$ cat config.mk
export PLATFORM = sky130hd
export DESIGN_NAME = jtag_1149_d10_mstr_rsp_packer_flat
export DESIGN_NICKNAME = d
export VERILOG_FILES = /design/src/rtl/jtag_1149_d10_mstr_rsp_packer_if.sv /design/src/rtl/jtag_1149_d10_mstr_rsp_packer.sv /design/src/flat_wrapper.sv
export SDC_FILE = /design/constraint.sdc
export NUM_CORES = 1
export LEC_CHECK = 0
export BUFFER_PORTS_ARGS = -buffer_cell sky130_fd_sc_hd__buf_2
export CAP_MARGIN = 20
export CELL_PAD_IN_SITES_DETAIL_PLACEMENT = 0
export CELL_PAD_IN_SITES_GLOBAL_PLACEMENT = 1
export CORE_ASPECT_RATIO = 0.75
export CORE_UTILIZATION = 48
export CTS_CLUSTER_DIAMETER = 150
export DETAILED_ROUTE_END_ITERATION = 10
export PLACE_DENSITY_LB_ADDON = 0.1
export SETUP_SLACK_MARGIN = 0.5
export SYNTH_ARGS = -nofsm -noshare
export SYNTH_HDL_FRONTEND = slang
export SYNTH_SLANG_ARGS = --single-unit
$ cat constraint.sdc
create_clock -name clk -period 7 [get_ports clk]
set_clock_uncertainty 0.15 [all_clocks]
set_input_delay 0.7 -clock clk [delete_from_list [all_inputs] [get_ports clk]]
set_output_delay 0.7 -clock clk [all_outputs]
set_load 0.05 [all_outputs]
$ cat src/rtl/jtag_1149_d10_mstr_rsp_packer_if.sv
// Beat input bus and FWFT read port of the master scan-response packer.
// The slave modport is the packer; the master modport is the surrounding logic.
interface jtag_1149_d10_mstr_rsp_packer_if #(
  parameter int unsigned SCAN_WIDTH = 32,
  parameter int unsigned BE_WIDTH   = 4
);
  logic [SCAN_WIDTH-1:0] rsp_data;
  logic [BE_WIDTH-1:0]   rsp_data_be;
  logic                  rsp_data_vld;
  logic [SCAN_WIDTH-1:0] out_data;
  logic [BE_WIDTH-1:0]   out_be;
  logic                  out_vld;
  logic                  out_rdy;

  modport slave (
    input  rsp_data, rsp_data_be, rsp_data_vld, out_rdy,
    output out_data, out_be, out_vld
  );

  modport master (
    output rsp_data, rsp_data_be, rsp_data_vld, out_rdy,
    input  out_data, out_be, out_vld
  );
endinterface

$ cat src/rtl/jtag_1149_d10_mstr_rsp_packer.sv
// Compacts byte-enabled scan-response beats into full 32-bit words and buffers
// them in a first-word-fall-through FIFO, with flush, overflow flag and drop counter.
module jtag_1149_d10_mstr_rsp_packer #(
  parameter int unsigned SCAN_WIDTH     = 32,
  parameter int unsigned BE_WIDTH       = 4,
  parameter int unsigned FIFO_DEPTH     = 16,
  parameter int unsigned FIFO_AW        = 4,
  parameter int unsigned ERR_CNTR_WIDTH = 16
) (
  input  logic                           clk,
  input  logic                           rst_n,
  jtag_1149_d10_mstr_rsp_packer_if.slave rsp_if,
  input  logic                           flush,
  input  logic                           soft_clr,
  output logic [FIFO_AW:0]               fifo_level,
  output logic                           ovf_sticky,
  output logic [ERR_CNTR_WIDTH-1:0]      drop_cnt,
  output logic [1:0]                     acc_cnt
);

  localparam int unsigned EW = SCAN_WIDTH + BE_WIDTH;
  localparam logic [FIFO_AW:0] LVL_FULL = (FIFO_AW+1)'(FIFO_DEPTH);

  logic [7:0]                acc_q [3];
  logic [1:0]                acc_cnt_q;
  logic                      flush_pend_q;
  logic [EW-1:0]             mem [FIFO_DEPTH];
  logic [FIFO_AW-1:0]        wr_ptr_q, rd_ptr_q;
  logic [FIFO_AW:0]          level_q;
  logic [SCAN_WIDTH-1:0]     out_data_q;
  logic [BE_WIDTH-1:0]       out_be_q;
  logic                      ovf_q;
  logic [ERR_CNTR_WIDTH-1:0] drop_q;

  logic [7:0]         cb [7];
  logic [2:0]         pos, total;
  logic               pend, full, pop, push_req, push, drop;
  logic [EW-1:0]      push_word, head_n;
  logic [7:0]         acc_n [3];
  logic [1:0]         acc_cnt_n;
  logic               flush_pend_n;
  logic [FIFO_AW:0]   level_n, lvl_after_pop;
  logic [FIFO_AW-1:0] rd_n;
  logic [3:0]         flush_be;

  // Resident bytes sit at the bottom of cb; enabled beat bytes are appended
  // in ascending index order. Unused accumulator bytes are kept at zero.
  always_comb begin
    for (int unsigned i = 0; i < 7; i++) cb[i] = '0;
    for (int unsigned i = 0; i < 3; i++) cb[i] = acc_q[i];
    pos = {1'b0, acc_cnt_q};
    for (int unsigned i = 0; i < 4; i++) begin
      if (rsp_if.rsp_data_vld && rsp_if.rsp_data_be[i]) begin
        cb[pos] = rsp_if.rsp_data[8*i +: 8];
        pos     = pos + 3'd1;
      end
    end
    total = pos;
  end

  always_comb begin
    case (acc_cnt_q)
      2'd1:    flush_be = 4'b0001;
      2'd2:    flush_be = 4'b0011;
      2'd3:    flush_be = 4'b0111;
      default: flush_be = 4'b0000;
    endcase
  end

  always_comb begin
    pend         = flush_pend_q | flush;
    pop          = (level_q != '0) && rsp_if.out_rdy;
    full         = (level_q == LVL_FULL);
    push_req     = 1'b0;
    push_word    = '0;
    acc_n        = acc_q;
    acc_cnt_n    = acc_cnt_q;
    flush_pend_n = pend;
    if (rsp_if.rsp_data_vld) begin
      if (total >= 3'd4) begin
        push_req  = 1'b1;
        push_word = {4'hF, cb[3], cb[2], cb[1], cb[0]};
        acc_n[0]  = cb[4];
        acc_n[1]  = cb[5];
        acc_n[2]  = cb[6];
        acc_cnt_n = 2'(total - 3'd4);
      end else begin
        acc_n[0]  = cb[0];
        acc_n[1]  = cb[1];
        acc_n[2]  = cb[2];
        acc_cnt_n = total[1:0];
      end
    end else if (pend) begin
      flush_pend_n = 1'b0;
      if (acc_cnt_q != 2'd0) begin
        push_req  = 1'b1;
        push_word = {flush_be, 8'h00, acc_q[2], acc_q[1], acc_q[0]};
        for (int unsigned i = 0; i < 3; i++) acc_n[i] = '0;
        acc_cnt_n = 2'd0;
      end
    end
    // A dropped beat or flush leaves the accumulator exactly as it was.
    drop = push_req && full && !pop;
    if (drop) begin
      acc_n     = acc_q;
      acc_cnt_n = acc_cnt_q;
    end
    push = push_req && !drop;

    level_n       = level_q + (FIFO_AW+1)'(push) - (FIFO_AW+1)'(pop);
    lvl_after_pop = level_q - (FIFO_AW+1)'(pop);
    rd_n          = rd_ptr_q + FIFO_AW'(pop);
    // The next head is the incoming word only when nothing older survives the pop.
    head_n        = (lvl_after_pop == '0) ? push_word : mem[rd_n];
  end

  always_ff @(posedge clk) begin
    if (!rst_n || soft_clr) begin
      acc_q        <= '{default: '0};
      acc_cnt_q    <= '0;
      flush_pend_q <= 1'b0;
      wr_ptr_q     <= '0;
      rd_ptr_q     <= '0;
      level_q      <= '0;
      out_data_q   <= '0;
      out_be_q     <= '0;
      ovf_q        <= 1'b0;
      drop_q       <= '0;
    end else begin
      acc_q        <= acc_n;
      acc_cnt_q    <= acc_cnt_n;
      flush_pend_q <= flush_pend_n;
      level_q      <= level_n;
      rd_ptr_q     <= rd_n;
      if (push) wr_ptr_q <= wr_ptr_q + FIFO_AW'(1);
      if (level_n != '0) {out_be_q, out_data_q} <= head_n;
      if (drop) begin
        ovf_q <= 1'b1;
        if (drop_q != '1) drop_q <= drop_q + ERR_CNTR_WIDTH'(1);
      end
    end
  end

  always_ff @(posedge clk) begin
    if (push && rst_n && !soft_clr) mem[wr_ptr_q] <= push_word;
  end

  assign rsp_if.out_data = out_data_q;
  assign rsp_if.out_be   = out_be_q;
  assign rsp_if.out_vld  = (level_q != '0);
  assign fifo_level      = level_q;
  assign ovf_sticky      = ovf_q;
  assign drop_cnt        = drop_q;
  assign acc_cnt         = acc_cnt_q;

endmodule

$ cat src/flat_wrapper.sv
// flat-port wrapper written by rule: the top's interface ports become plain ports
module jtag_1149_d10_mstr_rsp_packer_flat 
#(
  parameter int unsigned SCAN_WIDTH     = 32,
  parameter int unsigned BE_WIDTH       = 4,
  parameter int unsigned FIFO_DEPTH     = 16,
  parameter int unsigned FIFO_AW        = 4,
  parameter int unsigned ERR_CNTR_WIDTH = 16
)
  (clk, rst_n, flush, soft_clr, fifo_level, ovf_sticky, drop_cnt, acc_cnt, rsp_if_rsp_data, rsp_if_rsp_data_be, rsp_if_rsp_data_vld, rsp_if_out_rdy, rsp_if_out_data, rsp_if_out_be, rsp_if_out_vld);
  jtag_1149_d10_mstr_rsp_packer_if #(.SCAN_WIDTH(SCAN_WIDTH), .BE_WIDTH(BE_WIDTH)) rsp_if_i ();
  input  logic clk;
  input  logic rst_n;
  input  logic flush;
  input  logic soft_clr;
  output logic [FIFO_AW:0] fifo_level;
  output logic ovf_sticky;
  output logic [ERR_CNTR_WIDTH-1:0] drop_cnt;
  output logic [1:0] acc_cnt;
  input wire logic [$bits(rsp_if_i.rsp_data)-1:0] rsp_if_rsp_data;
  input wire logic [$bits(rsp_if_i.rsp_data_be)-1:0] rsp_if_rsp_data_be;
  input wire logic [$bits(rsp_if_i.rsp_data_vld)-1:0] rsp_if_rsp_data_vld;
  input wire logic [$bits(rsp_if_i.out_rdy)-1:0] rsp_if_out_rdy;
  output wire logic [$bits(rsp_if_i.out_data)-1:0] rsp_if_out_data;
  output wire logic [$bits(rsp_if_i.out_be)-1:0] rsp_if_out_be;
  output wire logic [$bits(rsp_if_i.out_vld)-1:0] rsp_if_out_vld;
  assign rsp_if_i.rsp_data = rsp_if_rsp_data;
  assign rsp_if_i.rsp_data_be = rsp_if_rsp_data_be;
  assign rsp_if_i.rsp_data_vld = rsp_if_rsp_data_vld;
  assign rsp_if_i.out_rdy = rsp_if_out_rdy;
  assign rsp_if_out_data = rsp_if_i.out_data;
  assign rsp_if_out_be = rsp_if_i.out_be;
  assign rsp_if_out_vld = rsp_if_i.out_vld;
  jtag_1149_d10_mstr_rsp_packer #(.SCAN_WIDTH(SCAN_WIDTH), .BE_WIDTH(BE_WIDTH), .FIFO_DEPTH(FIFO_DEPTH), .FIFO_AW(FIFO_AW), .ERR_CNTR_WIDTH(ERR_CNTR_WIDTH)) u_core (.clk(clk), .rst_n(rst_n), .rsp_if(rsp_if_i), .flush(flush), .soft_clr(soft_clr), .fifo_level(fifo_level), .ovf_sticky(ovf_sticky), .drop_cnt(drop_cnt), .acc_cnt(acc_cnt));
endmodule
# Word level (Yosys, flattened, before mapping)
# Memory sizes are Yosys's and may differ from the RTL's.
# Index checks and enable logic that the tools add are counted.
dict set report totals {
  elab_cells 113
  reg_bits 93
  mem_bits_rw 576
  in_bits 42
  output_inout_bits 61
  memories 1
}
dict set report classes {
  addsub 11
  muxes 40
  n_reduce_logical 28
  order_cmp 9
  eq_ne 5
  bitwise_logic 7
}
# memory words width rd rd_ports_with_merged_regs wr line
set mem_list {}
lappend mem_list {u_core.mem 16 36 1 0 1 jtag_1149_d10_mstr_rsp_packer.sv:27} ;# logic [EW-1:0] mem [FIFO_DEPTH];
# op n
set op_table {}
lappend op_table {{$bwmux W56} 4}
lappend op_table {{$mux W56} 4}
lappend op_table {{$mux W36} 4}
lappend op_table {{$demux W8 S3} 4}
lappend op_table {{$mux W24} 4}
lappend op_table {{$mux W35} 1}
lappend op_table {{$mux W8} 4}
lappend op_table {{$add A16 B1 Y16 const B} 1}
lappend op_table {{$ge A4 B4 Y1 const B} 4}
lappend op_table {{$lt A4 B1 Y1 const B} 4}
lappend op_table {{$ne A16 B16 Y1 const B} 1}
lappend op_table {{$logic_and A1 B1 Y1} 14}
lappend op_table {{$mux W3} 4}
lappend op_table {{$not A3 Y4} 3}
lappend op_table {{$reduce_bool A5 Y1} 2}
lappend op_table {{$sub A5 B1 Y5} 2}
lappend op_table {{$add A3 B1 Y3 const B} 3}
lappend op_table {{$pmux W3 S3} 1}
lappend op_table {{$mux W2} 4}
lappend op_table {{$mux W1} 6}
lappend op_table {{$reduce_bool A2 Y1} 3}
lappend op_table {{$add A5 B1 Y5} 1}
lappend op_table {{$eq A5 B5 Y1 const B} 1}
lappend op_table {{$logic_not A5 Y1} 1}
lappend op_table {{15 further kinds} 20}

# Longest topological paths before layout
dict set report logic_depth {
  depth_word 19
  mapped_depth 27
  ltp_nobuf 24
}

# Worst setup path before layout
# Ideal clock, no wire load.
dict set report synth_timing {
  path_kind {register -> register}
  start {reg u_core.acc_cnt_q[1], in the netlist u_core.acc_cnt[1]}
  end {mem u_core.mem[1][0] (netlist name) (enable)}
  t_required_ps 6376
  period_less_slack_ps 7527
  setup_ps 474
  slack_ps -527
  path_buffers 2
  arrival_time_ps 6903
  path_stages_with_launch 20
  path_cell_list {dfxtp_1 -> clkbuf_1 -> inv_1 -> ha_1 -> clkbuf_1 -> nand3_1 -> nand2_1 -> ha_1 -> and3b_1 -> nand3_1 -> o21a_1 -> nand2_1 -> ha_1 -> nand2_1 -> xnor3_1 -> a311oi_2 -> a211oi_4 -> nor2_1 -> nand3_1 -> nor3_1}
}
dict set report synth_between {
  elab_chain_len 19
  word_cells_on_any_way 22
  classes_between {add/sub: 4; order compare: 1; mux: 10; reduce/logical: 7}
}
# element line
set synth_rtl {}
lappend synth_rtl {{start: declaration} jtag_1149_d10_mstr_rsp_packer.sv:25} ;# logic [1:0] acc_cnt_q;
lappend synth_rtl {{start signal: assignment} jtag_1149_d10_mstr_rsp_packer.sv:131} ;# acc_cnt_q <= acc_cnt_n;
lappend synth_rtl {{$add A2 B1 Y3} jtag_1149_d10_mstr_rsp_packer.sv:55} ;# pos = pos + 3'd1;
lappend synth_rtl {{$mux W3} jtag_1149_d10_mstr_rsp_packer.sv:53} ;# if (rsp_if.rsp_data_vld && rsp_if.rsp_data_be[i]) begin
lappend synth_rtl {{$add A3 B1 Y3} jtag_1149_d10_mstr_rsp_packer.sv:55}
lappend synth_rtl {{$mux W3} jtag_1149_d10_mstr_rsp_packer.sv:53}
lappend synth_rtl {{$add A3 B1 Y3} jtag_1149_d10_mstr_rsp_packer.sv:55}
lappend synth_rtl {{$mux W3} jtag_1149_d10_mstr_rsp_packer.sv:53}
lappend synth_rtl {{$add A3 B1 Y3} jtag_1149_d10_mstr_rsp_packer.sv:55}
lappend synth_rtl {{$mux W3} jtag_1149_d10_mstr_rsp_packer.sv:53}
lappend synth_rtl {{$ge A3 B3 Y1} jtag_1149_d10_mstr_rsp_packer.sv:80} ;# if (total >= 3'd4) begin
lappend synth_rtl {{$mux W1} jtag_1149_d10_mstr_rsp_packer.sv:80}
lappend synth_rtl {{$mux W1 (*)} jtag_1149_d10_mstr_rsp_packer.sv:79} ;# if (rsp_if.rsp_data_vld) begin
lappend synth_rtl {{$logic_and A1 B1 Y1 (2 in series)} jtag_1149_d10_mstr_rsp_packer.sv:103} ;# drop = push_req && full && !pop;
lappend synth_rtl {{$logic_not A1 Y1} jtag_1149_d10_mstr_rsp_packer.sv:108} ;# push = push_req && !drop;
lappend synth_rtl {{$logic_and A1 B1 Y1 (*)} jtag_1149_d10_mstr_rsp_packer.sv:108}
lappend synth_rtl {{$logic_and A1 B1 Y1 (*) (2 in series)} jtag_1149_d10_mstr_rsp_packer.sv:145} ;# if (push && rst_n && !soft_clr) mem[wr_ptr_q] <= push_word;
lappend synth_rtl {{$mux W1 (*)} jtag_1149_d10_mstr_rsp_packer.sv:145}
lappend synth_rtl {{$mux W1 (implied by the code) (*)} jtag_1149_d10_mstr_rsp_packer.sv:145}
lappend synth_rtl {{end: declaration} jtag_1149_d10_mstr_rsp_packer.sv:27}
# Mark *: on every way between the ends. The rest lies on a longest branch, timed or not.

# Final worst setup path
dict set report layout_timing {
  start {reg u_core.acc_cnt_q[1], in the netlist u_core.acc_cnt[1]}
  end {reg u_core.out_be_q[2], in the netlist u_core.rsp_if.out_be[2]}
}
dict set report layout_between {
  elab_chain_len 18
  word_cells_on_any_way 30
  classes_between {add/sub: 6; order compare: 1; eq/ne: 3; mux: 14; reduce/logical: 6}
}
# element line
set layout_rtl {}
lappend layout_rtl {{$add A2 B1 Y3} jtag_1149_d10_mstr_rsp_packer.sv:55}
lappend layout_rtl {{$mux W3} jtag_1149_d10_mstr_rsp_packer.sv:53}
lappend layout_rtl {{$add A3 B1 Y3} jtag_1149_d10_mstr_rsp_packer.sv:55}
lappend layout_rtl {{$mux W3} jtag_1149_d10_mstr_rsp_packer.sv:53}
lappend layout_rtl {{$add A3 B1 Y3} jtag_1149_d10_mstr_rsp_packer.sv:55}
lappend layout_rtl {{$mux W3} jtag_1149_d10_mstr_rsp_packer.sv:53}
lappend layout_rtl {{$add A3 B1 Y3} jtag_1149_d10_mstr_rsp_packer.sv:55}
lappend layout_rtl {{$mux W3} jtag_1149_d10_mstr_rsp_packer.sv:53}
lappend layout_rtl {{$ge A3 B3 Y1} jtag_1149_d10_mstr_rsp_packer.sv:80}
lappend layout_rtl {{$mux W1} jtag_1149_d10_mstr_rsp_packer.sv:80}
lappend layout_rtl {{$mux W1} jtag_1149_d10_mstr_rsp_packer.sv:79}
lappend layout_rtl {{$logic_and A1 B1 Y1 (2 in series)} jtag_1149_d10_mstr_rsp_packer.sv:103}
lappend layout_rtl {{$logic_not A1 Y1} jtag_1149_d10_mstr_rsp_packer.sv:108}
lappend layout_rtl {{$logic_and A1 B1 Y1} jtag_1149_d10_mstr_rsp_packer.sv:108}
lappend layout_rtl {{$add A5 B1 Y5} jtag_1149_d10_mstr_rsp_packer.sv:110} ;# level_n = level_q + (FIFO_AW+1)'(push) - (FIFO_AW+1)'(pop);
lappend layout_rtl {{$sub A5 B1 Y5} jtag_1149_d10_mstr_rsp_packer.sv:110}
lappend layout_rtl {{$reduce_bool A5 Y1} jtag_1149_d10_mstr_rsp_packer.sv:136} ;# if (level_n != '0) {out_be_q, out_data_q} <= head_n;
lappend layout_rtl {{end signal: assignment} jtag_1149_d10_mstr_rsp_packer.sv:136}
lappend layout_rtl {{end: declaration} jtag_1149_d10_mstr_rsp_packer.sv:31} ;# logic [BE_WIDTH-1:0] out_be_q;
# Parallel ways exist; a longest one is shown, timed or not.
# A chain may end at the register's enable or synchronous reset.

==> metrics.cfg <==
[power_and_ir_drop]
power_leakage_nw=11.4
p_seq_share_pct=36.8
pwr-share-clk_pct=30.1
p_sw_share_pct=32.9
comb_power_share_pct=33.2
internal_power_mw=8.09
p_per_area_nw_per_um2=360
peakVddDrop_uv=346
switchingPower_mw=3.96

[timing]
finalSetupViolations=0
tns_ps=0
tightest_slew_ps=1130
max_freq_mhz=167
post-route-period-util_pct=85.7
hold_viol=0
rsz0062_at_grt=false
slew_headroom_pct=24.6
maxSlewViolCount=0
hold_ws_ps=352
post-route-min-period_ps=6000

[finish]
final_area_um2=33500
area_growth_pct=14.6
antenna_cells=0
layout-drive-gt1-share_pct=26.0
nNetsFinal=2082
postLayoutCoreUtil_pct=56.3

[placed_design]
hpwlAfterDp_mm=53.9
gp_routability_congestion=0.945
dpl_cell_area_um2=31200
numPortBuffers=102

[outcome]
status=finished, final reports clean

[global_route]
grt_overflow_total=0
grt_first_pass_wirelength_mm=122
met2_usage_pct=41.3
gr-usage-all-layers_pct=27.2
antenna_found_initial=1
grt_max_degree=71
grt_pass1_vias=17900
use_met1_pct=41.4
grt_use_met3_pct=3.92
busiest_layer=met1

[clock_tree]
clockBufferDepth=3
cts_tree=done
clk_latency_ps=620
cts_hold_buf=0
cts-root-buf=clkbuf_16
htree_levels=3
clk_pin_slew_ps=60
cts.sinks=669
cts_inserted_buffers=67

[route]
vias=18100
ant_nets=0
drtPass1Iterations=5
wirelength_mm=83.6
drt_iter0_drc=1826
wire_per_inst_um=29.3
drc=0
via_per_inst=6.35

[synth]
synth-xor-area-share_pct=1.08
asyncSetResetFlopFracSynth_pct=0
yosysWarnings=0
synthAdderAreaFrac_pct=1.10
synth_flop_cell=edfxtp_1
synth_cell_types=75
yosys_register_bits=669
synth_edf_count=576
synth_area_per_cell_um2=15.6
syn-num-nets=1937
synth_mux_area_share_pct=16.0
synth_top_family_by_area=multiplexers
synth_compound_area_share_pct=8.33
seq_area_frac_synth_pct=65.5
netlist_instances=1870
syn-cell-area_um2=29200
yosys.area_share.simple_pct=6.08

[floorplanning]
start_util_pct=49.1
dieArea_um2=61900
die_w_um=287
fp-row-count=77
die_h_um=216
pin_count=103
coreArea_um2=59500

[critical_path]
endpoint=u_core.rsp_if.out_be[2]
crit_path_top_delay_cell=dfxtp_4
arrival_ps=6390
r2r_cells=26
cp_max_fo=35
r2r_start=u_core.acc_cnt[1]
worstSetupEndpointType=flop
r2r_end=u_core.rsp_if.out_be[2]
max_stage_delay_ps=440
required_ps=7390
startpoint_type=flop
critical_path_class=reg -> reg
rrSetupSlack_ps=1000
worstSetupStartpoint=u_core.acc_cnt[1]

[flow_run]
maxCapViolations=0

[worst_hold_path]
hold_class=reg -> reg

## worst max-delay path, delay by kind of cell (launching register included)
kind / cells / cell delay (ps)
XOR/XNOR: 1 / 300
AO/OA/AOI/OAI: 5 / 890
AND/OR/NAND/NOR: 11 / 1820
adder cells (fa/ha/maj): 5 / 1510
buffers and inverters: 4 / 810
flip-flops: 1 / 440
## layout by cell type, fill, tap and decap left out, types with 13 or more instances in the layout
cell type | netlist | layout
a21oi_1 | 88 | 86
a31oi_1 | 17 | 17
a32o_1 | 16 | 16
and3_1 | 19 | 19
buf_2 | 27 | 102
buf_4 | 1 | 79
clkbuf_16 | 0 | 70
clkinv_2 | 0 | 13
dfxtp_1 | 93 | 91
edfxtp_1 | 576 | 576
ha_1 | 24 | 21
inv_1 | 25 | 25
mux2_2 | 29 | 29
mux2i_1 | 48 | 48
mux4_2 | 171 | 171
nand2_1 | 107 | 107
nand3_1 | 49 | 49
nor2_1 | 117 | 104
nor3_1 | 22 | 17
o211ai_1 | 25 | 25
o21ai_0 | 95 | 95
o21ai_1 | 26 | 26
o221ai_1 | 23 | 23
xnor2_1 | 24 | 23
## routing by layer
| layer | vias up | part of all wire, % |
|---|---|---|
| li1 | 7795 | - |
| met5 | - | 0 |
| met4 | 0 | 2.1 |
| met1 | 9501 | 45 |
| met3 | 114 | 6.7 |
| met2 | 737 | 46 |
## worst min-delay path by stage
stage	start	end	slack, ps	cells after the start
after floorplan	u_core.acc_q[0]	u_core.acc_q[0]	300	2
after global placement	u_core.ovf_sticky	u_core.ovf_sticky	330	2
after detailed placement	u_core.acc_q[12]	u_core.acc_q[12]	340	2
after CTS	rsp_if_rsp_data[30]	u_core.acc_q[22]	320	3
after global routing	rsp_if_rsp_data[30]	u_core.acc_q[22]	340	3
final	u_core.ovf_sticky	u_core.ovf_sticky	350	2
## power groups by stage
stage	logic, mW	clock network, mW	registers, mW
2_1_floorplan	2.55	0	4.64
3_3_place_gp	3.66	0	4.51
3_5_place_dp	3.71	0	4.51
4_1_cts	3.72	3.68	4.43
5_1_grt	4.29	3.84	4.43
6_report	3.99	3.63	4.43
## logic make-up (layout without fill, tap and decap cells)
group,after synthesis,in the layout
AOI/OAI and AO/OA,374,374
xor gates and xnor gates,32,32
adders and majority gates,25,25
buffers and inverters,140,337
DFF,669,669
muxes,249,249
and+or+nand+nor,381,381
## Yosys cell counts, drive strengths merged, types with 4 or more instances
cell type,instances,area share [%]
a211o,8,0.24
a211oi,14,0.42
a21o,5,0.13
a21oi,88,1.5
a221oi,8,0.24
a22o,8,0.24
a22oi,8,0.21
a31oi,18,0.41
a32o,16,0.55
and2,13,0.28
and3,19,0.41
buf,42,0.67
clkbuf,73,0.94
dfxtp,93,6.4
edfxtp,576,59
ha,24,1.0
inv,25,0.32
mux2,29,1.1
mux2i,49,1.7
mux4,171,13
nand2,108,1.4
nand2b,9,0.19
nand3,49,0.84
nor2,118,1.5
nor2b,11,0.24
nor3,23,0.41
nor3b,6,0.15
nor4,5,0.11
o211a,10,0.34
o211ai,25,0.64
o21ai,121,2.1
o221ai,23,0.69
o22ai,4,0.086
xnor2,25,0.77
xor2,5,0.15
## registers in the layout, indices dropped and copies added, names as in the netlist
signal and cells:
u_core.wr_ptr_q 4, u_core.drop_cnt 16, u_core.acc_cnt 2, u_core.rsp_if.out_be 4, u_core.rd_ptr_q 4, u_core.ovf_sticky 1
u_core.flush_pend_q 1, u_core.fifo_level 5, u_core.mem 576, u_core.rsp_if.out_data 32, u_core.acc_q 24
## area by class of cell
cell class / instances / area (um2)
Fill cell: 4726 / 26000
Sequential cell: 669 / 19200
Multi-Input combinational cell: 1061 / 9790
Clock buffer: 81 / 1770
Timing Repair Buffer: 191 / 1280
Tap cell: 790 / 988
Clock inverter: 40 / 415
Inverter: 25 / 93.8
## per-stage QoR
step | setup WS, ps | cells | power [mW]
6_report | 1000 | 2857 | 12.1
5_1_grt | 611 | 2857 | 12.6
4_1_cts | 525 | 2845 | 11.8
3_5_place_dp | 601 | 2724 | 8.22
3_3_place_gp | 771 | 2724 | 8.17
2_1_floorplan | 614 | 1870 | 7.20
## what timing repair did
item | 4_1_cts | 5_1_grt
setup buffers | 0 | 2
gates resized for setup | 0 | 5
endpoints found under the setup margin | 0 | 36
Power figures use the tool's default switching activity.
